[src/rtl/sm_adder_pkg.sv]
// sm_adder_pkg: shared types and default widths for the sign-magnitude
// ROM adder controller (FSM state encoding, operand/address/sum widths).
package sm_adder_pkg;

   typedef enum logic [1:0] {
      IDLE = 2'd0,
      ADDR = 2'd1,
      DATA = 2'd2,
      HOLD = 2'd3
   } state_t;

   localparam int DEF_MAG_WIDTH      = 3;
   localparam int DEF_ROM_DATA_WIDTH = 8;
   localparam int OP_WIDTH           = DEF_MAG_WIDTH + 1;
   localparam int ADDR_WIDTH         = 2 * OP_WIDTH;
   localparam int SUM_WIDTH          = DEF_MAG_WIDTH + 2;

endpackage

[src/rtl/sm_rom_adder_ctrl_if.sv]
// sm_rom_adder_ctrl_if: operand and result valid/ready handshakes.
// master = operand source / result consumer, slave = the controller.
interface sm_rom_adder_ctrl_if #(
   parameter int MAG_WIDTH = 3
);
   logic                 in_valid_i;
   logic                 in_ready_o;
   logic [MAG_WIDTH:0]   a_i;
   logic [MAG_WIDTH:0]   b_i;
   logic                 out_valid_o;
   logic                 out_ready_i;
   logic [MAG_WIDTH+1:0] sum_o;

   modport master (
      output in_valid_i, a_i, b_i, out_ready_i,
      input  in_ready_o, out_valid_o, sum_o
   );

   modport slave (
      input  in_valid_i, a_i, b_i, out_ready_i,
      output in_ready_o, out_valid_o, sum_o
   );
endinterface

[src/rtl/sm_rom_adder_ctrl.sv]
// sm_rom_adder_ctrl: accepts a sign-magnitude operand pair, addresses an
// external 1-cycle adder ROM with {a, b}, normalises the returned sum
// (-0 -> +0) and holds it on a valid/ready result port.
// Ports: clk_i, rst_ni (async, active low), bus (operand/result
// handshakes), rom_addr_o / rom_data_i (ROM), op_count_o (results done).
module sm_rom_adder_ctrl
   import sm_adder_pkg::*;
#(
   parameter int MAG_WIDTH      = 3,
   parameter int ROM_DATA_WIDTH = 8,
   parameter int CNT_WIDTH      = 8
) (
   input  logic                        clk_i,
   input  logic                        rst_ni,
   sm_rom_adder_ctrl_if.slave          bus,
   output logic [2*(MAG_WIDTH+1)-1:0]  rom_addr_o,
   input  logic [ROM_DATA_WIDTH-1:0]   rom_data_i,
   output logic [CNT_WIDTH-1:0]        op_count_o
);

   localparam int OpW   = MAG_WIDTH + 1;
   localparam int AddrW = 2 * OpW;
   localparam int SumW  = MAG_WIDTH + 2;

   state_t             state_q, state_d;
   logic [AddrW-1:0]   addr_q, addr_d;
   logic [SumW-1:0]    sum_q, sum_d;
   logic [CNT_WIDTH-1:0] cnt_q, cnt_d;

   logic [MAG_WIDTH:0] rom_mag;
   logic               rom_sign;
   logic [SumW-1:0]    rom_norm;

   // A zero magnitude always carries a positive sign.
   assign rom_mag  = rom_data_i[MAG_WIDTH:0];
   assign rom_sign = rom_data_i[MAG_WIDTH+1] & (|rom_mag);
   assign rom_norm = {rom_sign, rom_mag};

   if (ROM_DATA_WIDTH > SumW) begin : g_rom_hi
      logic unused_rom_hi;
      assign unused_rom_hi = ^rom_data_i[ROM_DATA_WIDTH-1:SumW];
   end

   always_comb begin
      state_d = state_q;
      addr_d  = addr_q;
      sum_d   = sum_q;
      cnt_d   = cnt_q;
      unique case (state_q)
         IDLE: begin
            if (bus.in_valid_i) begin
               addr_d  = {bus.a_i, bus.b_i};
               state_d = ADDR;
            end
         end
         ADDR: state_d = DATA;
         DATA: begin
            sum_d   = rom_norm;
            state_d = HOLD;
         end
         HOLD: begin
            if (bus.out_ready_i) begin
               cnt_d   = cnt_q + CNT_WIDTH'(1);
               state_d = IDLE;
            end
         end
         default: state_d = IDLE;
      endcase
   end

   always_ff @(posedge clk_i or negedge rst_ni) begin
      if (!rst_ni) begin
         state_q <= IDLE;
         addr_q  <= '0;
         sum_q   <= '0;
         cnt_q   <= '0;
      end else begin
         state_q <= state_d;
         addr_q  <= addr_d;
         sum_q   <= sum_d;
         cnt_q   <= cnt_d;
      end
   end

   assign bus.in_ready_o  = (state_q == IDLE);
   assign bus.out_valid_o = (state_q == HOLD);
   assign bus.sum_o       = sum_q;
   assign rom_addr_o      = addr_q;
   assign op_count_o      = cnt_q;

endmodule

[src/flat_wrapper.sv]
// flat-port wrapper written by rule: the top's interface ports become plain ports
module sm_rom_adder_ctrl_flat import sm_adder_pkg::*;
#(
   parameter int MAG_WIDTH      = 3,
   parameter int ROM_DATA_WIDTH = 8,
   parameter int CNT_WIDTH      = 8
)
  (clk_i, rst_ni, rom_addr_o, rom_data_i, op_count_o, bus_in_valid_i, bus_a_i, bus_b_i, bus_out_ready_i, bus_in_ready_o, bus_out_valid_o, bus_sum_o);
  sm_rom_adder_ctrl_if #(.MAG_WIDTH(MAG_WIDTH)) bus_i ();
  input  logic clk_i;
  input  logic rst_ni;
  output logic [2*(MAG_WIDTH+1)-1:0] rom_addr_o;
  input  logic [ROM_DATA_WIDTH-1:0] rom_data_i;
  output logic [CNT_WIDTH-1:0] op_count_o;
  input wire logic [$bits(bus_i.in_valid_i)-1:0] bus_in_valid_i;
  input wire logic [$bits(bus_i.a_i)-1:0] bus_a_i;
  input wire logic [$bits(bus_i.b_i)-1:0] bus_b_i;
  input wire logic [$bits(bus_i.out_ready_i)-1:0] bus_out_ready_i;
  output wire logic [$bits(bus_i.in_ready_o)-1:0] bus_in_ready_o;
  output wire logic [$bits(bus_i.out_valid_o)-1:0] bus_out_valid_o;
  output wire logic [$bits(bus_i.sum_o)-1:0] bus_sum_o;
  assign bus_i.in_valid_i = bus_in_valid_i;
  assign bus_i.a_i = bus_a_i;
  assign bus_i.b_i = bus_b_i;
  assign bus_i.out_ready_i = bus_out_ready_i;
  assign bus_in_ready_o = bus_i.in_ready_o;
  assign bus_out_valid_o = bus_i.out_valid_o;
  assign bus_sum_o = bus_i.sum_o;
  sm_rom_adder_ctrl #(.MAG_WIDTH(MAG_WIDTH), .ROM_DATA_WIDTH(ROM_DATA_WIDTH), .CNT_WIDTH(CNT_WIDTH)) u_core (.clk_i(clk_i), .rst_ni(rst_ni), .bus(bus_i), .rom_addr_o(rom_addr_o), .rom_data_i(rom_data_i), .op_count_o(op_count_o));
endmodule
[config.mk]
export PLATFORM = sky130hd
export DESIGN_NAME = sm_rom_adder_ctrl_flat
export DESIGN_NICKNAME = d
export VERILOG_FILES = /design/src/rtl/sm_adder_pkg.sv /design/src/rtl/sm_rom_adder_ctrl_if.sv /design/src/rtl/sm_rom_adder_ctrl.sv /design/src/flat_wrapper.sv
export SDC_FILE = /design/constraint.sdc
export NUM_CORES = 1
export LEC_CHECK = 0
export CORE_MARGIN = 3
export CORE_UTILIZATION = 37
export DETAILED_ROUTE_END_ITERATION = 10
export MAX_ROUTING_LAYER = met4
export PLACE_DENSITY = 0.72
export SYNTH_ARGS = -nofsm -noshare
export SYNTH_HDL_FRONTEND = slang
export SYNTH_SLANG_ARGS = --single-unit
[constraint.sdc]
create_clock -name clk_i -period 2 [get_ports clk_i]
set_input_delay 0.2 -clock clk_i [delete_from_list [all_inputs] [get_ports clk_i]]
set_output_delay 0.2 -clock clk_i [all_outputs]
set_load 0.005 [all_outputs]
# Yosys cells after proc, flatten, opt, wreduce, memory -nomap -nowiden
# Index checks and enable logic that the tools add are counted.
[op_classes]
add_sub_neg = 1
n_eq_ne = 5
muxes = 3
n_bitwise = 1
n_reduce_logical = 5
[ops]
columns = ["operator", "count"]
rows = [
  ["adder 8 x 1 -> 8 bit (second input constant)", 1],
  ["one-hot mux 2 bit (4 select lines)", 1],
  ["AND reduction 2 bit", 3],
  ["== test 2 bit (second input constant)", 2],
  ["2-to-1 mux 2 bit", 2],
  ["inequality test 2 bit (second input constant)", 2],
  ["OR reduction 4 bit", 1],
  ["== test 2 x 1 -> 1 bit (second input constant)", 1],
  ["zero test 2 bit", 1],
  ["AND 1 bit", 1],
]
[totals]
reg_bits = 23
in_bits = 20
output_inout_bits = 23
wordCells = 19

# Logic depth before layout (Yosys ltp)
[depth]
ltp_word = 3
mapped_depth = 5
mapped_depth_nobuf = 5

# Worst setup path before layout
# OpenSTA, ideal clock, no wires.
[synth_path]
path_type = "flip-flop to flip-flop"
start = "register u_core.state_q[0]"
end = "register u_core.state_q[1]"
setup_time_ns = 0.128
arrival_time_ns = 1.264
required_ns = 1.872
slack_ns = 0.608
path_stages_with_launch = 6
path_buffers = 0
synth_period_minus_slack_ns = 1.392
cell_sequence = "dfrtp_1 inv_1 ha_1 inv_1 o22ai_1 mux2_1"
[synth_between]
elab_chain_len = 3
word_cells_on_any_way = 8
cone_classes = "eq/ne (5); mux (1); reduce/logical (2)"
[synth_rtl]
columns = ["element", "line_no", "text"]
rows = [
  ["from (decl)", "sm_rom_adder_ctrl.sv:25", "state_t state_q, state_d;"],
  ["from (signal assigned)", "sm_rom_adder_ctrl.sv:78", "state_q <= state_d;"],
  ["zero test 2 bit (*)", "--", ""],
  ["named net bus_in_ready_o", "flat_wrapper.sv:19", "output wire logic [$bits(bus_i.in_ready_o)-1:0] bus_in_ready_o;"],
  ["inequality test 2 bit (no source line)", "--", ""],
  ["AND reduction 2 bit (no source line)", "--", ""],
]
# Mark *: on every way through the listed nets, which the timed path passes. The rest lies on a longest branch.
# A chain may end at the register's enable or synchronous reset.

# Final worst setup path
[layout_path]
start = "register u_core.state_q[0]"
end = "output bus_in_ready_o"
[layout_between]
elab_chain_len = 1
[layout_rtl]
columns = ["element", "line_no", "text"]
rows = [
  ["zero test 2 bit", "sm_rom_adder_ctrl.sv:85", "assign bus.in_ready_o = (state_q == IDLE);"],
  ["to (decl)", "flat_wrapper.sv:19", ""],
]
# Every way passes these cells.

==> flow_summary.yaml <==
worst_setup_path:
  rrSetupSlack_ns: 0.52
  r2r_end: "u_core.state_q[1]"
  worstPathArrival_ns: 1.54
  critPathLaunchType: "register"
  required_ns: 1.80
  crit_path_end_kind: "output pin"
  cp_max_fo: 4
  r2r_cells: 5
  worstReg2RegStart: "u_core.state_q[0]"
  crit_type: "register to output pin"
floorplanning:
  fp.dieH_um: 57.69
  coreArea_um2: 2500
  die_w_um: 57.69
  io_pins: 43
  start_util: 0.3954
  rows: 18
  dieArea_um2: 3328
clocking:
  cts-resized-gates: 0
  cts_buffer_depth: 2
  cts_inserted_buffers: 3
  cts_tree: "built"
  post-cts-setup-buffers: 0
  htree_levels: 1
  cts_hold_buf: 0
  clock_tree.root_cell: "clkbuf_4"
  cts.clk_slew.worst_paths_ns: 0.13
  clock_sinks: 23
  clk_latency_ns: 0.30
cells_and_area:
  nets: 142
  layout-drive-gt1-share: 0.1810
  fill_cells: 216
  syn_to_final_growth_pct: 46.33
  diodes: 0
logic_synthesis:
  syn_area_per_cell_um2: 13.54
  synth_top_area_cell: "dfrtp_1"
  syn_inst: 73
  ys_types: 20
  synth_nets: 98
  synth_area_leaders: "dfrtp_1, mux2_2, ha_1"
  synth_seq_cells: 23
  yosysSeqAreaShare: 0.5823
  syn_area_um2: 988.4
  yosys_warnings: 0
  post-synth-top-area-fraction: 0.5823
routing:
  post_drt_via_cell_ratio: 4.603
  wl_mm: 1.944
  dr.first_iter.drc_count: 8
  wl_per_cell_um: 13.32
  vias: 672
  ant_nets: 0
  drtPass1Iterations: 4
  drcViolationCount: 0
sta:
  final.setup_skew_ns: 0.004946
  layout_min_cycle_time_ns: 1.743
  fmax_mhz: 573.8
  setup_tns_ns: 0
  drv_slew: 0
  hold_ws_ns: 0.2359
  setup_viol: 0
  rsz0062_at_grt: "no"
  tightest_slew_ns: 0.3490
  slew_headroom: 0.7668
  hold_viol: 0
  min_period_over_period: 0.8713
global_routing:
  grt_antenna_before_repair: 0
  grt_max_degree: 24
  grt_remaining_overflow: 0
  grtUsageTotal: 0.1276
  grt_pass1_vias: 712
  grt_pass1_wl_mm: 3.187
power:
  max-vdd-ir-drop_mv: 0.7662
  p_leak_nw: 0.6297
  totalPowerFinal_mw: 1.923
  p_per_area_nw_per_um2: 1330
place:
  place_congestion: 0.7991
  port_buffers: 39
  hpwl_mm: 1.561
hold_path:
  hp-class: "input port to asynchronous set/reset pin"
status:
  status: "completed"
job:
  drv_cap: 0
==> through the flow <==
step                worst slack (ns)  area, µm²  utilization  cells
floorplan                     0.6082      988.4            -     73
global placement              0.5337       1419       0.5676    142
detailed placement            0.5261       1419       0.5676    142
CTS                           0.2388       1446       0.5786    146
global route                  0.1583       1446       0.5786    146
finish                        0.2573       1446       0.5786    146
==> critical path, cell delays in order (launching register included) <==
cell and delay, ns:
dfrtp_1 0.40, inv_1 0.12, ha_1 0.21, clkdlybuf4s50_1 0.52
==> layer usage <==
metal	GRT usage	part of all wire	vias up
li1	-	-	331
met1	0.1461	0.44	325
met2	0.2161	0.50	14
met3	0.02227	0.042	2
met4	0.05960	0.012	0
met5	-	0	-
==> worst max path at each step <==
stage | slack (ns) | end | cells after the start | startpoint
2_1_floorplan | 0.61 | u_core.state_q[1] | 5 | u_core.state_q[0]
3_3_place_gp | 0.53 | u_core.state_q[1] | 5 | u_core.state_q[0]
3_5_place_dp | 0.53 | u_core.state_q[1] | 5 | u_core.state_q[0]
4_1_cts | 0.24 | bus_in_ready_o | 3 | u_core.state_q[0]
5_1_grt | 0.16 | bus_in_ready_o | 3 | u_core.state_q[0]
6_report | 0.26 | bus_in_ready_o | 3 | u_core.state_q[0]
==> area by class of cell <==
class                           instances  area, µm²  share of cell area
Clock buffer                            3      22.52             0.01557
Clock inverter                          1      5.005            0.003460
Inverter                                5      18.77             0.01298
Multi-Input combinational cell         44      389.1              0.2690
Sequential cell                        23      575.6              0.3979
Tap cell                               30      37.54             0.02595
Timing Repair Buffer                   40      397.9              0.2751
==> cells in the final DEF, fill, tap and decap left out, types with 2 or more instances in the layout <==
| cell type | count |
|---|---|
| nand2_1 | 6 |
| ha_1 | 5 |
| inv_1 | 5 |
| xnor2_1 | 5 |
| dfrtp_1 | 23 |
| clkbuf_4 | 3 |
| xor2_1 | 2 |
| nor2_1 | 2 |
| mux2_2 | 13 |
| clkdlybuf4s50_1 | 39 |
==> where the power goes <==
part           internal (mW)  total, mW  switching [mW]
clock                 0.0745      0.210           0.135
combinational          0.608      0.915           0.307
sequential             0.669      0.798           0.130
==> cell families (layout without fill, tap and decap cells) <==
logic type | Yosys count | count (layout) | share of synthesized area
AND/OR/NAND/NOR | 15 | 15 | 0.08355
flip-flops | 23 | 23 | 0.5823
multiplexers | 15 | 15 | 0.1696
buffers and inverters | 6 | 49 | 0.02405
XOR/XNOR | 7 | 7 | 0.06203
adder cells (fa/ha/maj) | 5 | 5 | 0.06329
AO/OA/AOI/OAI | 2 | 2 | 0.01520
==> synthesized netlist by cell type (all sizes together) <==
cell   instances
dfrtp         23
mux2          14
nand2          6
ha             5
inv            5
xnor2          5
nand3          2
nor2           2
xor2           2
and3           1
and4           1
buf            1
mux2i          1
nand4          1
nor3           1
o21ai          1
o22ai          1
or4            1
==> flip-flops by register name, summed over array words and instances, names as in the netlist <==
register and count:
u_core.rom_addr_o 8, u_core.state_q 2, u_core.op_count_o 8, u_core.bus.sum_o 5
Note: power is estimated with default switching activity, not from simulation.
